==> src/rtl/instr_fetch_pkg.sv <==
// Shared types and constants for the instruction fetch unit and its next-PC logic.
package instr_fetch_pkg;

    localparam int unsigned XLEN          = 32;
    localparam int unsigned IMM_W         = 16;
    localparam int unsigned ADDR26_W      = 26;
    localparam int unsigned BR_SHIFT      = 2;
    localparam int unsigned JUMP_REGION_W = 4;

    localparam logic [XLEN-1:0] RESET_PC_DEFAULT = XLEN'(32'h0000_0000);
    localparam logic [XLEN-1:0] INSTR_BYTES      = XLEN'(4);

    typedef enum logic {
        FETCH = 1'b0,
        ISSUE = 1'b1
    } fetch_state_t;

    // Word offset to byte offset: sign-extend to XLEN, then scale by 4.
    function automatic logic [XLEN-1:0] branch_offset(input logic [IMM_W-1:0] imm);
        return XLEN'({{(XLEN-IMM_W){imm[IMM_W-1]}}, imm}) << BR_SHIFT;
    endfunction

endpackage

==> src/rtl/instr_fetch_next_pc.sv <==
// Combinational next-PC selection: jump, taken branch, or sequential.
module next_pc_calc
    import instr_fetch_pkg::*;
(
    input  logic [XLEN-1:0]     pc_plus4,
    input  logic                is_jump,
    input  logic                is_branch,
    input  logic                branch_taken,
    input  logic [IMM_W-1:0]    imm16,
    input  logic [ADDR26_W-1:0] addr26,
    output logic [XLEN-1:0]     next_pc_c
);

    // Jump wins over branch; all targets stay word-aligned by construction.
    always_comb begin
        next_pc_c = pc_plus4;
        if (is_jump) begin
            next_pc_c = {pc_plus4[XLEN-1:XLEN-JUMP_REGION_W], addr26, 2'b00};
        end else if (is_branch && branch_taken) begin
            next_pc_c = pc_plus4 + branch_offset(imm16);
        end
    end

endmodule

==> src/rtl/instr_fetch.sv <==
// Instruction fetch unit: requests a word at pc, holds it for the decoder until
// the datapath retires it, then advances pc and the retire counter.
module instr_fetch
    import instr_fetch_pkg::*;
#(
    parameter logic [XLEN-1:0] RESET_PC = RESET_PC_DEFAULT
) (
    input  logic                clk,
    input  logic                reset,
    output logic                imem_req,
    output logic [XLEN-1:0]     imem_addr,
    input  logic                imem_ack,
    input  logic [XLEN-1:0]     imem_rdata,
    output logic [XLEN-1:0]     instruction,
    output logic                instr_valid,
    input  logic                instr_done,
    input  logic                is_jump,
    input  logic                is_branch,
    input  logic                branch_taken,
    input  logic [IMM_W-1:0]    imm16,
    input  logic [ADDR26_W-1:0] addr26,
    output logic [XLEN-1:0]     pc,
    output logic [XLEN-1:0]     pc_plus4,
    output logic [XLEN-1:0]     instr_count
);

    localparam logic [XLEN-1:0] PC_INIT = {RESET_PC[XLEN-1:2], 2'b00};

    fetch_state_t    state;
    fetch_state_t    state_next;
    logic            accept_c;
    logic            retire_c;
    logic [XLEN-1:0] next_pc_c;

    next_pc_calc u_next_pc (
        .pc_plus4     (pc_plus4),
        .is_jump      (is_jump),
        .is_branch    (is_branch),
        .branch_taken (branch_taken),
        .imm16        (imm16),
        .addr26       (addr26),
        .next_pc_c    (next_pc_c)
    );

    // An ack only counts while the request is actually visible, so a read
    // issued before reset can never land once reset has been applied.
    always_comb begin
        state_next = state;
        accept_c   = 1'b0;
        retire_c   = 1'b0;
        case (state)
            FETCH: begin
                if (imem_req && imem_ack) begin
                    accept_c   = 1'b1;
                    state_next = ISSUE;
                end
            end
            ISSUE: begin
                if (instr_done) begin
                    retire_c   = 1'b1;
                    state_next = FETCH;
                end
            end
            default: state_next = FETCH;
        endcase
    end

    always_ff @(posedge clk) begin
        if (reset) begin
            state       <= FETCH;
            imem_req    <= 1'b0;
            instr_valid <= 1'b0;
            instruction <= XLEN'(0);
            pc          <= PC_INIT;
            pc_plus4    <= PC_INIT + INSTR_BYTES;
            instr_count <= XLEN'(0);
        end else begin
            state       <= state_next;
            imem_req    <= (state_next == FETCH);
            instr_valid <= (state_next == ISSUE);
            if (accept_c) begin
                instruction <= imem_rdata;
            end
            if (retire_c) begin
                pc          <= next_pc_c;
                pc_plus4    <= next_pc_c + INSTR_BYTES;
                instr_count <= instr_count + XLEN'(1);
            end
        end
    end

    assign imem_addr = pc;

endmodule

==> config.mk <==
export PLATFORM = sky130hd
export DESIGN_NAME = instr_fetch
export DESIGN_NICKNAME = d
export VERILOG_FILES = /design/src/rtl/instr_fetch_pkg.sv /design/src/rtl/instr_fetch_next_pc.sv /design/src/rtl/instr_fetch.sv
export SDC_FILE = /design/constraint.sdc
export NUM_CORES = 1
export LEC_CHECK = 0
export CAP_MARGIN = 20
export CORE_MARGIN = 8
export CORE_UTILIZATION = 48
export DETAILED_ROUTE_END_ITERATION = 8
export PLACE_DENSITY_LB_ADDON = 0.12
export SLEW_MARGIN = 20
export SYNTH_ARGS = -nofsm -noshare
export SYNTH_HDL_FRONTEND = slang
export SYNTH_SLANG_ARGS = --single-unit
==> constraint.sdc <==
create_clock -name clk -period 4.65 [get_ports clk]
set_input_delay 0.465 -clock clk [delete_from_list [all_inputs] [get_ports clk]]
set_output_delay 0.465 -clock clk [all_outputs]
set_load 0.005 [all_outputs]
Word-level counts from Yosys, hierarchy flattened
Index checks and enable logic that the tools add are counted.
{ "word_totals": {"word_cells": 21, "output_inout_bits": 162, "regBits": 130} }
{ "classes": {"n_addsub": 3, "bitwise_logic": 2, "reduce_logical": 2, "muxes": 8} }
{ "ops": {"columns": ["operator", "n"], "rows": [
  ["two-way mux 32 bit", 2],
  ["adder 32 x 1 -> 32 bit (second input constant)", 1],
  ["adder 32 x 3 -> 32 bit (second input constant)", 1],
  ["adder 32 bit", 1],
  ["two-way mux 1 bit", 5],
  ["logical AND 1 bit", 2],
  ["NOT 1 bit", 2],
  ["case mux 1 bit (2 select lines)", 1]
]} }

Depth between registers and ports, before layout
Gate-level depths: netlist of run 1.
{ "logic_depth": {"word_depth": 4, "depth_mapped": 15, "mapped_depth_nobuf": 15} }

Hierarchy
From an unflattened synthesis of run 1, not the netlist that was laid out.
{ "unflattened": {"hier_cells": 999, "area_unflattened_um2": 7676.1} }
{ "modules_own_cells": {"columns": ["module", "cells_each", "seq_area_each_um2", "instances", "area_per_inst_um2"], "rows": [
  ["instr_fetch", 665, 2562.5, 1, 5492.8],
  ["next_pc_calc", 334, 0.0, 1, 2183.3]
]} }

Worst setup path before layout of run 1
No wires, ideal clock.
{ "synth_timing": {"path_kind": "input -> register", "start": "input imm16[0]", "end": "register pc_plus4[27]", "cell_stages": 14, "required_time_ns": 4.564, "path_slack_ns": 1.003, "arrival_ns": 3.561, "cell_sequence": "ha_1 inv_1 fa_1 nand2b_1 a211oi_2 o21ai_0 a2111oi_0 nor3b_1 nor4_1 nand4b_1 nor3_4 nand3_1 xnor2_1 a211oi_1"} }
{ "synth_via": {"elab_chain_len": 4} }
{ "synth_lines": {"columns": ["item", "line_no", "text"], "rows": [
  ["from (decl)", "instr_fetch.sv:20", "input logic [IMM_W-1:0] imm16,"],
  ["adder 32 bit", "instr_fetch_next_pc.sv:20", "next_pc_c = pc_plus4 + branch_offset(imm16);"],
  ["two-way mux 32 bit", "instr_fetch_next_pc.sv:19", "end else if (is_branch && branch_taken) begin"],
  ["two-way mux 32 bit", "instr_fetch_next_pc.sv:17", "if (is_jump) begin"],
  ["adder 32 x 3 -> 32 bit", "instr_fetch.sv:86", "pc_plus4 <= next_pc_c + INSTR_BYTES;"],
  ["to (signal assigned)", "instr_fetch.sv:75", "pc_plus4 <= PC_INIT + INSTR_BYTES;"],
  ["to (signal assigned)", "instr_fetch.sv:86", null],
  ["to (decl)", "instr_fetch.sv:23", "output logic [XLEN-1:0] pc_plus4,"]
]} }
No other way between the ends.
A chain may end at the register's enable or synchronous reset.

Worst setup path in the final report of run 1
Same ends and word-level chain as after synthesis.

==> results of run 1 <==
registers in the layout, indices dropped and copies added (netlist names):
signal,count
pc_plus4,30
instruction,32
instr_count,32
imem_addr,30
state,1
imem_req,1
cell families after synthesis:
family / after synthesis / share of synthesized area
buf+inv: 112 / 0.0707
compound gates: 244 / 0.203
fa+ha+maj: 32 / 0.0515
flops: 126 / 0.318
xor+xnor: 57 / 0.0630
other cells: 1 / 0.000473
simple gates: 469 / 0.280
mux: 10 / 0.0128
per-layer routing:
| metal | vias up | global-route usage | wire length [um] |
|---|---|---|---|
| met5 | - | 0 | 0 |
| met4 | 0 | 0.0909 | 708 |
| met3 | 56 | 0.0713 | 2130 |
| met2 | 320 | 0.415 | 12800 |
| met1 | 3934 | 0.321 | 11500 |
| li1 | 4043 | - | - |
power by group:
group,internal (W),switching [W]
registers,0.00111,0.0000290
logic,0.000246,0.000276
clock network,0.000702,0.000538
total,0.00206,0.000843
critical path, stage by stage:
cell	delay (ns)
clkdlybuf4s50_1	0.47
ha_1	0.22
inv_1	0.07
fa_1	0.40
nand2b_1	0.20
a211oi_2	0.37
o21ai_0	0.17
a2111oi_0	0.41
nor3b_1	0.15
nor4_1	0.44
nand4b_1	0.27
nor3_4	0.35
nand3_1	0.15
xnor2_1	0.15
a211oi_1	0.23
synth_stat cells, types with 4 or more instances:
cell	count
o211ai_1	5
ha_1	31
buf_4	36
o21a_1	9
dfxtp_1	126
xor2_1	36
nand2_1	185
a21o_1	5
nand4_1	16
xnor2_1	21
nor2_1	110
buf_2	4
and4_1	6
or3_1	8
a211oi_1	27
and3_1	26
nand3b_1	5
nor3_1	34
or4_1	4
nand3_1	34
mux2i_1	9
o21ai_0	36
and2_1	9
nor2b_1	10
a21oi_1	108
a221oi_1	5
buf_1	5
clkbuf_1	53
inv_1	14
through the flow:
| step | util | cells | cell area (um2) |
|---|---|---|---|
| 2_1_floorplan | - | 1056 | 7950 |
| 3_3_place_gp | 0.629 | 1442 | 10300 |
| 3_5_place_dp | 0.629 | 1442 | 10300 |
| 4_1_cts | 0.663 | 1474 | 10800 |
| 5_1_grt | 0.663 | 1474 | 10800 |
| 6_report | 0.663 | 1474 | 10800 |
area by class of cell:
class | count | area (um2)
Tap cell | 220 | 275
Timing Repair Buffer | 264 | 2560
Sequential cell | 126 | 2520
Clock inverter | 14 | 109
Inverter | 14 | 52.6
Fill cell | 1482 | 5520
Clock buffer | 18 | 439
Multi-Input combinational cell | 818 | 4870
worst min path at each step:
stage / slack, ns / start / endpoint / depth (start not counted)
after floorplan: 0.45 / instruction[0] / instruction[0] / 2
after global routing: 0.47 / instruction[22] / instruction[22] / 2
after CTS: 0.45 / instruction[22] / instruction[22] / 2
final: 0.45 / instruction[13] / instruction[13] / 2
after detailed placement: 0.45 / instruction[22] / instruction[22] / 2
after global placement: 0.44 / instruction[8] / instruction[8] / 2
==> summary.txt, run 1 <==
Synth
  – Mapped Area: 7930 um2
  – Top_reg_cell synth: dfxtp_1
  – #FFs+latches synth: 126
  – Ys async rst share: 0
  – Top cell type by total area after synthesis: dfxtp_1
  – Post-synth cell types: 78
  – Syn Area/Cell: 7.54 um2
  – Synth top area share: 0.318
  – Seq/Total Area, Yosys: 0.318
  – Syn. warnings: 0
  – Cells after Synth: 1051
  – Post-synth EDFFs: 0
  – Synth area leaders: dfxtp_1 (32%), nand2_1 (8.8%), a21oi_1 (6.8%)

Setup path
  – Crit path launch type: input pin
  – Setup crit end: pc_plus4[27]
  – CP startpoint: imm16[0]
  – Worst setup EP type: register
  – CP max FO: 9
  – Reg2Reg Depth: 14
  – Critical path required time: 4.98 ns
  – Reg2Reg Setup Slack: 0.60 ns
  – Critical setup path kind: input pin to register
  – Reg2Reg Capture Point: pc_plus4[27]
  – Critical Path AT: 4.52 ns
  – Reg2Reg Launch Point: pc_plus4[2]

Layout
  – Layout Nets: 1354
  – Area delta synth->final: 36.6%
  – Ratio of cells with drive above 1 in the final layout: 0.0694
  – Commonest non-fill, non-tap cell in the layout: clkdlybuf4s50_1
  – Commonest cells after routing, fill and taps aside: clkdlybuf4s50_1 (234), nand2_1 (184), dfxtp_1 (126), nor2_1 (109), a21oi_1 (108)
  – Antenna Cells: 0

Clock tree
  – Post CTS Setup Buffer Count: 0
  – Resized cells post-CTS: 0
  – Hold buffers post-CTS: 0
  – CTS Buffer Depth: 2
  – TritonCTS buffer count: 17
  – Later-pin clock latency in the skew report: 0.42 ns
  – Root Driver: clkbuf_16
  – Worst-path clk slew: 0.06 ns
  – CTS tree: done
  – Clock Sinks: 126
  – Max H-tree Level: 4

Floorplan
  – Core area: 16300 um2
  – Initial Util: 0.485
  – Die height: 145 um
  – Total die area: 20900 um2
  – Row count: 47
  – IO Count: 243
  – Die Wd: 145 um

Outcome
  – Status: finished, final reports clean

Pwr
  – Power Density: 268 nW/um2
  – Pleak: 3.98 nW
  – Worst VDD drop: 0.239 mV
  – Total power: 0.00290 W

Timing
  – Worst-Margin Slew: 1.01 ns
  – Setup TNS: 0 ns
  – Rel. slew slack: 0.322
  – Peak Freq: 239 MHz
  – Period minus WS final: 4.19 ns
  – RSZ-0062 raised after global routing: no
  – Pins Over Slew Limit: 0
  – Hold slack final: 0.452 ns
  – Setup Viol. Count Final: 0
  – Worst Skew: 0.0112 ns
  – Period Utilization, post-route: 0.900
  – Setup WS post-layout: 0.463 ns
  – Hold Vio Cnt, Final: 0

Placement
  – Routability Congestion: 0.980
  – IO buf count: 236
  – Pre-CTS setup slack: 0.120 ns
  – DP HPWL: 20200 um

Route
  – Drt drc: 0
  – WL/cell: 18.3 um
  – WL final: 27000 um
  – Initial DRC count: 622
  – ANT nets after route: 0
  – Drt pass-1 iters: 5
  – Via density: 5.67
  – Routed via count: 8353

GRT
  – Pin count of the biggest net entering global routing: 86
  – Global-route wire length before repair: 42400 um
  – Initial antenna violation count: 0
  – Remaining Overflow, GRT: 0
  – Gr usage total: 0.257
  – Vias in the first global route: 8077

Hold path
  – Hold Crit Class: register to register

Run
  – Total of max-cap violations: 0
(Power assumes the default switching activity.)
==> run 2, diff against run 1 <==
--- a/config.mk
+++ b/config.mk
@@ -12,2 +12,3 @@
 export PLACE_DENSITY_LB_ADDON = 0.12
+export REMOVE_ABC_BUFFERS = 1
 export SLEW_MARGIN = 20
==> constraint.sdc (replaced) <==
create_clock -name clk -period 4.65 [get_ports clk]
set_input_delay 0.93 -clock clk [delete_from_list [all_inputs] [get_ports clk]]
set_output_delay 0.93 -clock clk [all_outputs]
set_load 0.005 [all_outputs]
==> summary.txt, run 2 (synthesis results as in run 1) <==
Setup path
  – Cell family with most CP delay: compound AO/OA/AOI/OAI gates
  – Crit path launch type: input pin
  – Critical path cell sequence: clkdlybuf4s50_1 -> ha_1 -> inv_1 -> fa_1 -> nand2b_1 -> a211oi_2 -> o211ai_1 -> a2111oi_0 -> a311oi_1 -> buf_4 -> a2111oi_4 -> nand4b_4 -> nor3_4 -> nand3_1 -> xnor2_1 -> a211oi_1
  – CP max FO: 5
  – Reg2Reg Setup Slack: 0.76 ns
  – CP Depth: 16
  – Worst setup EP type: register
  – Critical path required time: 4.98 ns
  – Critical setup path kind: input pin to register
  – Crit-path slowest cell: clkdlybuf4s50_1
  – Critical Path AT: 4.76 ns
  – Reg2Reg Depth: 15
  – Buf/Inv on CP: 3
  – Crit path largest cell delay: 0.46 ns

Clock tree
  – CTS Buffer Depth: 2
  – TritonCTS buffer count: 17
  – Max H-tree Level: 4
  – Worst-path clk slew: 0.07 ns
  – Clock Sinks: 126
  – Later-pin clock latency in the skew report: 0.42 ns
  – Root Driver: clkbuf_16
  – Hold buffers post-CTS: 0
  – CTS tree: done

Placement
  – IO buf count: 236
  – Routability Congestion: 0.955
  – Area after DPL: 10600 um2
  – DP HPWL: 19300 um

Pwr
  – Power Density: 273 nW/um2
  – Pleak: 4.23 nW
  – Worst VDD drop: 0.253 mV

Layout
  – Ratio of cells with drive above 1 in the final layout: 0.0975
  – Commonest cells after routing, fill and taps aside: clkdlybuf4s50_1 (235), nand2_1 (184), dfxtp_1 (126), nor2_1 (109), a21oi_1 (108)
  – Layout Nets: 1392
  – Area delta synth->final: 41.6%
  – Commonest non-fill, non-tap cell in the layout: clkdlybuf4s50_1
  – Largest regs: instr_count: 32 flops, instruction: 32 flops
  – Antenna Cells: 0
  – Finished Core Util: 0.687
  – Fin area: 11200 um2

Timing
  – Worst Skew: 0.00802 ns
  – Worst-Margin Slew: 0.811 ns
  – Period Utilization, post-route: 0.952
  – Peak Freq: 226 MHz
  – Rel. slew slack: 0.459
  – Pins Over Slew Limit: 0
  – Period minus WS final: 4.43 ns
  – Setup Viol. Count Final: 0
  – Hold Vio Cnt, Final: 0
  – RSZ-0062 raised after global routing: no

Route
  – ANT nets after route: 0
  – Routed via count: 8337
  – Via density: 5.51
  – WL/cell: 17.0 um
  – Initial DRC count: 469
  – Drt drc: 0
  – WL final: 25700 um
  – Drt pass-1 iters: 5

GRT
  – Vias in the first global route: 7993
  – Pin count of the biggest net entering global routing: 77
  – Remaining Overflow, GRT: 0
  – Initial antenna violation count: 0
  – Global-route wire length before repair: 40100 um
  – Gr usage total: 0.239

Hold path
  – Worst hold stages: 2
  – Hold Crit Class: register to register

Floorplan
  – Die height: 145 um
  – Initial Util: 0.485
  – Total die area: 20900 um2
  – Row count: 47
  – Core area: 16300 um2
  – IO Count: 243
  – Die Wd: 145 um

Outcome
  – Status: finished, final reports clean

Run
  – Total of max-cap violations: 0
-- run 2: cell count changes in the layout (fill, tap and decap cells not counted), sizes merged --
cell           delta
clkinv            +3
clkinvlp          -7
buf              +37
inv               +2
bufinv            +2
clkdlybuf4s50     +1
-- run 2: per-layer routing --
| layer | GRT usage | vias up | share of wire |
|---|---|---|---|
| li1 | - | 4120 | - |
| met4 | 0.0882 | 0 | 0.023 |
| met5 | 0 | - | 0 |
| met3 | 0.0532 | 43 | 0.075 |
| met1 | 0.305 | 3869 | 0.45 |
| met2 | 0.388 | 305 | 0.45 |
-- run 2: worst min-delay path: cells and delay by family, from the launching register on --
family,cells,cell delay (ns)
flops,1,0.31
simple gates,1,0.05
compound gates,1,0.05
-- run 2: path summary, 6_finish.rpt --
path                                        end             from
worst min register to register  instruction[12]  instruction[12]
worst max-delay path               pc_plus4[27]         imm16[0]
worst max register to register     pc_plus4[27]      pc_plus4[2]
worst min-delay path            instruction[12]  instruction[12]
-- run 2: final cells by class --
type                    instances  area, um2
flip-flops and latches        126       2520
clock inverters                14        173
fillers                      1439       5120
clock buffers                  18        439
well taps                     220        275
repair buffers                302       2880
multi-input cells             818       4880
inverters                      14       52.6
-- run 2: power breakdown --
group          internal, W  switching, W  total, W
logic             0.000267      0.000273  0.000539
clock network     0.000824      0.000564   0.00139
registers          0.00111     0.0000251   0.00114
-- run 2: per-stage QoR --
| stage | hold slack (ns) | setup TNS (ns) | cells | total power (W) | setup WS [ns] |
|---|---|---|---|---|---|
| after global routing | 0.467 | 0 | 1512 | 0.00318 | 0.0212 |
| after floorplan | 0.447 | 0 | 958 | 0.00140 | 0.529 |
| after detailed placement | 0.446 | -0.916 | 1480 | 0.00169 | -0.170 |
| after CTS | 0.455 | 0 | 1512 | 0.00308 | 0.226 |
| after global placement | 0.441 | -0.139 | 1480 | 0.00169 | -0.0524 |
| final | 0.454 | 0 | 1512 | 0.00306 | 0.222 |
-- run 2: repair_timing --
action | 4_1_cts | 5_1_grt
setup buffers | 0 | 0
gates resized for setup | 0 | 3
setup endpoints to repair | 0 | 8
==> run 3, diff against run 2 <==
CORE_ASPECT_RATIO = 2   (was default)
==> summary.txt, run 3 (synthesis results as in run 1) <==
Outcome
  – Status: finished, final reports clean

Placement
  – Pre-CTS setup slack: -0.120 ns
  – Routability Congestion: 0.972
  – Area after DPL: 10600 um2
  – DP HPWL: 21200 um
  – IO buf count: 236

Setup path
  – Crit-path slowest cell: clkdlybuf4s50_1
  – Critical path cell sequence: clkdlybuf4s50_1 -> ha_1 -> inv_1 -> fa_1 -> nand2b_1 -> a211oi_2 -> buf_4 -> o21ai_0 -> a2111oi_0 -> nor3b_1 -> nor4_1 -> nand4b_1 -> buf_4 -> nor3_1 -> xor2_1 -> nand2_1 -> a21oi_1
  – Critical Path AT: 4.73 ns
  – Most frequent CP cell: buf_4
  – Reg2Reg Depth: 16
  – Critical setup path kind: input pin to register
  – Worst setup EP type: register
  – Crit path launch type: input pin
  – Critical path required time: 4.99 ns
  – Crit path largest cell delay: 0.46 ns
  – Reg2Reg Setup Slack: 0.84 ns
  – Reg2Reg Launch Point: pc_plus4[2]
  – CP max FO: 4
  – Reg2Reg Capture Point: pc_plus4[21]

Timing
  – Rel. slew slack: 0.460
  – Pins Over Slew Limit: 0
  – Worst Skew: 0.00842 ns
  – Period minus WS final: 4.38 ns
  – Worst-Margin Slew: 0.810 ns
  – Period Utilization, post-route: 0.943
  – Setup Viol. Count Final: 0
  – Setup WS post-layout: 0.265 ns
  – Peak Freq: 228 MHz
  – RSZ-0062 raised after global routing: no
  – Hold Vio Cnt, Final: 0

Clock tree
  – Max H-tree Level: 4
  – Clock Sinks: 126
  – Post CTS Setup Buffer Count: 0
  – TritonCTS buffer count: 17
  – Worst-path clk slew: 0.05 ns
  – Resized cells post-CTS: 0
  – CTS Buffer Depth: 2
  – Root Driver: clkbuf_16
  – Hold buffers post-CTS: 0
  – CTS tree: done
  – Later-pin clock latency in the skew report: 0.42 ns

Route
  – WL met2: 15100 um
  – WL final: 27500 um
  – Drt drc: 0
  – Via density: 5.64
  – ANT nets after route: 0
  – Routed via count: 8481
  – WL/cell: 18.3 um
  – Top layer in use: met4
  – Initial DRC count: 426
  – Met3 WL post-DR: 1400 um
  – Drt pass-1 iters: 5
  – M1 wire length: 9510 um

Pwr
  – Power Density: 268 nW/um2
  – Clk pwr share: 0.440
  – Combinational power share: 0.182
  – Pleak: 4.24 nW
  – Pint: 0.00221 W
  – Switching power: 0.000798 W
  – Switch share: 0.265
  – Seq pwr share: 0.378
  – Worst VDD drop: 0.217 mV

Floorplan
  – Core area: 16200 um2
  – IO Count: 243
  – Die height: 198 um
  – Total die area: 21100 um2
  – Row count: 66
  – Initial Util: 0.490
  – Die Wd: 107 um

Layout
  – Antenna Cells: 0
  – Commonest non-fill, non-tap cell in the layout: clkdlybuf4s50_1
  – # fillers: 1413
  – Layout Nets: 1400
  – Largest regs: instr_count: 32 flops, instruction: 32 flops
  – Ratio of cells with drive above 1 in the final layout: 0.100
  – Area delta synth->final: 41.4%
  – Fin area: 11200 um2
  – Commonest cells after routing, fill and taps aside: clkdlybuf4s50_1 (234), nand2_1 (184), dfxtp_1 (126), nor2_1 (109), a21oi_1 (108)

GRT
  – Pin count of the biggest net entering global routing: 77
  – Initial antenna violation count: 0
  – Gr usage total: 0.255
  – Vias in the first global route: 8575
  – Remaining Overflow, GRT: 0
  – Global-route wire length before repair: 42600 um

Run
  – Total of max-cap violations: 0

Hold path
  – Worst hold stages: 2
  – Hold Crit Class: register to register
  – Hold Startpoint: instruction[2]
  – Hold EP: instruction[2]
[run 3: cell types whose count changed in the layout (fill, tap and decap cells not counted), moves of 3 or more]
cell / before / now
clkinv_4: 4 / 1
clkinvlp_4: 0 / 3
inv_6: 7 / 1
buf_4: 65 / 74
[run 3: area by class of cell]
cell class	count	area, um2	area share
well taps	204	255	0.0228
multi-input cells	818	4870	0.435
clock inverters	9	110	0.00982
inverters	14	52.6	0.00469
clock buffers	22	474	0.0423
flip-flops and latches	126	2520	0.225
repair buffers	310	2920	0.261
[run 3: worst max-delay path by stage]
stage,startpoint,end,slack (ns),cells past startpoint
after global routing,imm16[0],pc_plus4[19],0.04,17
final,imm16[0],pc_plus4[21],0.27,17
after CTS,imm16[0],pc_plus4[21],0.27,17
after detailed placement,imm16[0],pc_plus4[27],-0.12,17
after floorplan,imm16[0],pc_plus4[27],0.53,14
after global placement,imm16[0],pc_plus4[27],-0.03,17
[run 3: critical path: cells and delay by family]
kind,cells,cell delay [ns]
and+or+nand+nor,6,1.22
adders and majority gates,2,0.56
AOI/OAI and AO/OA,4,0.92
buffers and inverters,4,0.92
xor gates and xnor gates,1,0.17
[run 3: metal layers]
layer  track usage  vias up
met5             0        -
met4         0.167        0
met3        0.0501       91
met2         0.494      317
met1         0.228     3934
li1              -     4139
[run 3: power groups by stage]
stage	clock network (W)	registers, W	logic, W
finish	0.00132	0.00114	0.000548
global route	0.00139	0.00114	0.000592
CTS	0.00134	0.00114	0.000548
detailed placement	0	0.00116	0.000543
global placement	0	0.00116	0.000539
floorplan	0	0.00116	0.000242
[run 3: through the flow]
stage	cells	utilization	TNS, ns	hold slack (ns)	total power, W
final	1503	0.692	0	0.452	0.00301
after global routing	1503	0.692	0	0.465	0.00313
after CTS	1503	0.692	0	0.455	0.00303
after detailed placement	1472	0.656	-0.502	0.447	0.00170
after global placement	1472	0.656	-0.0327	0.441	0.00170
after floorplan	958	-	0	0.447	0.00140
